<file path="src/rtl/display_frame_controller.sv">
// Back-buffer write sequencer: host pixel writes, whole-buffer fills and frame-synchronous buffer flips.
// mem_* are registered one cycle after acceptance; wr_ready is low during fill, pending commit and flip wait.
module display_frame_controller #(
    parameter int  ROWS    = 8,
    parameter int  COLUMNS = 32,
    parameter int  WIDTH   = 24,
    localparam int RW      = $clog2(ROWS),
    localparam int CW      = $clog2(COLUMNS)
) (
    input  logic             clk,
    input  logic             rst,
    input  logic             wr_valid,
    output logic             wr_ready,
    input  logic [RW-1:0]    wr_row,
    input  logic [CW-1:0]    wr_col,
    input  logic [WIDTH-1:0] wr_data,
    input  logic             fill_start,
    input  logic [WIDTH-1:0] fill_data,
    input  logic             commit_req,
    input  logic             frame_end,
    output logic             commit_done,
    output logic             busy,
    output logic             mem_wen,
    output logic [RW-1:0]    mem_wrow,
    output logic [CW-1:0]    mem_wcol,
    output logic [WIDTH-1:0] mem_wdata,
    output logic             mem_flip
);

    typedef enum logic [1:0] {IDLE, FILL, WAIT_FLIP} state_t;

    typedef struct packed {
        logic [RW-1:0]    row;
        logic [CW-1:0]    col;
        logic [WIDTH-1:0] dat;
    } pix_t;

    localparam logic [RW-1:0] ROW_LAST = RW'(ROWS - 1);
    localparam logic [CW-1:0] COL_LAST = CW'(COLUMNS - 1);

    state_t state_q, state_d;
    pix_t   pix_q, pix_d;
    logic   wen_q, wen_d;
    logic   flip_q, flip_d;
    logic   pending_q, pending_d;
    logic   toggled_q, toggled_d;
    logic   done_q, done_d;

    always_comb begin
        wr_ready = (state_q == IDLE) && !fill_start && !commit_req && !pending_q;
    end

    always_comb begin
        state_d   = state_q;
        pix_d     = pix_q;
        wen_d     = 1'b0;
        flip_d    = flip_q;
        pending_d = pending_q;
        toggled_d = 1'b0;
        done_d    = toggled_q;
        case (state_q)
            IDLE: begin
                if (fill_start) begin
                    state_d = FILL;
                    wen_d   = 1'b1;
                    pix_d   = '{row: '0, col: '0, dat: fill_data};
                    if (commit_req) begin
                        pending_d = 1'b1;
                    end
                end else if (commit_req || pending_q) begin
                    state_d   = WAIT_FLIP;
                    pending_d = 1'b0;
                end else if (wr_valid) begin
                    wen_d = 1'b1;
                    pix_d = '{row: wr_row, col: wr_col, dat: wr_data};
                end
            end
            FILL: begin
                if (commit_req) begin
                    pending_d = 1'b1;
                end
                wen_d = 1'b1;
                // pix_q holds the address just written; step row-major, stop after the last cell
                if (pix_q.col == COL_LAST) begin
                    if (pix_q.row == ROW_LAST) begin
                        wen_d   = 1'b0;
                        state_d = IDLE;
                    end else begin
                        pix_d.col = '0;
                        pix_d.row = pix_q.row + 1'b1;
                    end
                end else begin
                    pix_d.col = pix_q.col + 1'b1;
                end
            end
            WAIT_FLIP: begin
                if (frame_end) begin
                    flip_d    = ~flip_q;
                    toggled_d = 1'b1;
                    state_d   = IDLE;
                end
            end
            default: begin
                state_d = IDLE;
            end
        endcase
    end

    always_ff @(posedge clk or negedge rst) begin
        if (!rst) begin
            state_q   <= IDLE;
            pix_q     <= '0;
            wen_q     <= 1'b0;
            flip_q    <= 1'b0;
            pending_q <= 1'b0;
            toggled_q <= 1'b0;
            done_q    <= 1'b0;
        end else begin
            state_q   <= state_d;
            pix_q     <= pix_d;
            wen_q     <= wen_d;
            flip_q    <= flip_d;
            pending_q <= pending_d;
            toggled_q <= toggled_d;
            done_q    <= done_d;
        end
    end

    assign mem_wen     = wen_q;
    assign mem_wrow    = pix_q.row;
    assign mem_wcol    = pix_q.col;
    assign mem_wdata   = pix_q.dat;
    assign mem_flip    = flip_q;
    assign commit_done = done_q;
    assign busy        = (state_q != IDLE) || pending_q;

endmodule

</file>
<file path="config.mk">
export PLATFORM = sky130hd
export DESIGN_NAME = display_frame_controller
export DESIGN_NICKNAME = d
export VERILOG_FILES = /design/src/rtl/display_frame_controller.sv
export SDC_FILE = /design/constraint.sdc
export NUM_CORES = 1
export LEC_CHECK = 0
export CAP_MARGIN = 20
export CORE_MARGIN = 8
export CORE_UTILIZATION = 43
export DETAILED_ROUTE_END_ITERATION = 8
export PLACE_DENSITY = 0.82
export SYNTH_ARGS = -nofsm -noshare
export SYNTH_HDL_FRONTEND = slang
export SYNTH_SLANG_ARGS = --single-unit
export TNS_END_PERCENT = 100
</file>
<file path="constraint.sdc">
create_clock -name clk -period 6.3 [get_ports clk]
set_clock_uncertainty 0.2 [all_clocks]
set_input_delay 0.945 -clock clk [delete_from_list [all_inputs] [get_ports clk]]
set_output_delay 0.945 -clock clk [all_outputs]
set_load 0.1 [all_outputs]
</file>
==> results.md <==
* Max incr delay on CP at 1.20 ns
* Starting Density at 0.4492
* Ys async rst share at 1.000
* Max Cap Viol at 0
* Syn nets at 258
* Setup violations, final at 0
* Mapped Cells at 192
* Highest Clock Rate at 0.2437 GHz
* Non-Filler Instances at 338
* Synthesized-area fraction occupied by and/or/nand/nor cells at 0.1550
* Worst slew pin tran at 1.019 ns
* Crit end category: output pin
* Area grow syn2layout at 52.86%
* Setup TNS at 0 ns
* Site row count at 24
* GRT Total Usage at 0.1525
* Residual DRC at 0
* Cell variety after synth at 32
* CTS Hold Bufs at 0
* Worst Setup Start Kind: primary input
* Drt initial violations at 63
* Mux cell area share after synthesis at 0.1271
* Antenna Nets Post-Route at 0
* IO Port Bufs at 98
* CTS tree: built
* Min cycle time layout at 4.104 ns
* CP required at 5.15 ns
* Vias per inst at 5.089
* Worst EP arrival at 2.96 ns
* Prevailing post-synth register cell: dfrtp_1
* Synth top area cells: dfrtp_1 (50%), mux2i_1 (13%), o21ai_0 (6.9%)
* Slowest cell on the critical path: clkdlybuf4s50_1
* Hold WC Path Type: reg2reg
* Compound-cell area share of the yosys netlist at 0.1518
* Post-synth top area cell: dfrtp_1
* EDFF count, synth at 0
* Filler cells at 373
* Netlist Area Pre-Place at 0.001969 sq mm
* # H-tree levels at 2
* IO Count at 99
* Die area at 0.007002 sq mm
* Synth Register Bits at 39
* Clock sink count at 39
* Longest Clk Path Bufs at 2
* Layout cell share with drive strength beyond 1 at 0.04545
* Core area at 0.004384 sq mm
* RSZ-0062 raised after global routing: false
* Slew Limit Fails at 0
* Diode count at 0
* Vias in the first global route at 1740
* Syn Area/Cell at 10.26 sq um
* Tcrit/Tclk final at 0.6514
* Total global routing overflow at 0
* CTS clock-pin slew for the worst setup and hold paths at 0.07 ns
* Die H at 83.68 microns
* Worst skew pair latency at 0.28 ns
* Hold slack final at 0.1554 ns
* First-pass GRT wire length at 8.769 mm
* DPL Wire Length at 4.133 mm
* First-pass DRT Iterations at 4
* Post-synthesis adder-cell area fraction at 0.02541
* CP Cell Sequence: buf_2 > nor4_1 > clkdlybuf4s50_1
* Synth cell count leaders: dfrtp_1 (39), nand2_1 (27), o21ai_0 (27), mux2i_1 (25), a21oi_1 (12)
* Slew HR at 0.3185
* Top-area cell type share of the netlist area at 0.4956
* Seq/Total Area, Yosys at 0.4956
* Most frequent cell after synthesis: dfrtp_1
* Synth warnings at 0
* CTS Buf Count at 5
* Final WL at 5.299 mm
* Placed Cells incl. Taps at 330
* Largest net degree at the start of global routing at 51
* Placer Congestion at 0.7268
* Final Hold Viols at 0
* Final nets at 351
* Vias at 1720
* Initial antenna violation count at 0
* Setup CP Type: in2out
* Root Buffer: clkbuf_8
* Slack of the worst reg-to-reg path at 3.59 ns
* XOR/XNOR Fraction of Synth Area at 0.004447
* Main combinational cell family by area after synthesis: simple AND/OR/NAND/NOR gates
* Per-cell routed wire length at 15.68 microns
* PostCTS Resize Cnt at 0
* Crit path max fanout at 33
* Setup bufs post-CTS at 0
* Chip Width at 83.68 microns
* Status: completed
## cell families (layout without fill, tap and decap cells)
| family | count (synthesis) | in the layout |
|---|---|---|
| DFF | 39 | 39 |
| muxes | 25 | 25 |
| adders and majority gates | 4 | 4 |
| and+or+nand+nor | 61 | 61 |
| xor gates and xnor gates | 1 | 1 |
| AOI/OAI and AO/OA | 49 | 49 |
| buffers and inverters | 13 | 107 |
## metal layers
metal | up-vias | track usage | share of wire
li1 | 857 | - | -
met1 | 795 | 0.1794 | 0.43
met2 | 61 | 0.2449 | 0.48
met3 | 7 | 0.05762 | 0.074
met4 | 0 | 0.05808 | 0.016
met5 | - | 0 | 0
## layout make-up
class | instances | area, sq um | share of cell area
flip-flops and latches | 39 | 975.9 | 0.3242
clock buffers | 7 | 76.32 | 0.02535
repair buffers | 98 | 970.9 | 0.3225
multi-input cells | 140 | 913.4 | 0.3034
clock inverters | 1 | 5.005 | 0.001663
inverters | 1 | 3.754 | 0.001247
well taps | 52 | 65.06 | 0.02161
## state kept, by name, summed over array words and instances (netlist names)
register,count
commit_done,1
mem_wcol,5
mem_wrow,3
mem_wen,1
mem_flip,1
done_d,1
pending_q,1
mem_wdata,24
state_q,2
## critical path: cells and delay by family
family | cells | cell delay [ns]
buffers and inverters | 2 | 1.59
AND/OR/NAND/NOR | 1 | 0.42
## worst paths after layout
kind                              from           to  cells past startpoint
max                         fill_start     wr_ready                      3
min                             done_d  commit_done                      0
max reg2reg                mem_wcol[0]  mem_wcol[2]                      7
min reg2reg                     done_d  commit_done                      0
max in group asynchronous          rst  mem_wcol[4]                      1
min in group asynchronous          rst   state_q[1]                      1
## cells in the final DEF (no fill, tap or decap), types with 2 or more instances in the layout
master           count
nor2_1              10
a21oi_1             12
clkbuf_8             5
a22o_1               2
a221o_1              2
a21o_1               2
buf_2                2
nand2b_1             2
nor2b_1              4
nand2_1             27
clkbuf_1             2
ha_1                 4
nor3_1               2
and3_1               4
dfrtp_1             39
mux2i_1             25
o21ai_0             27
clkdlybuf4s50_1     96
nor3b_1              4
## through the flow
stage	instance area (sq um)	worst slack, ns	utilization
after floorplan	1969	0.9231	-
after global placement	2929	2.262	0.6681
after detailed placement	2929	2.185	0.6681
after CTS	3010	2.184	0.6866
after global routing	3010	2.082	0.6866
final	3010	2.196	0.6866
Power is left out: the tool's default activity adds up to more than one toggle a clock period on the data nets, which glitch-free logic cannot reach.
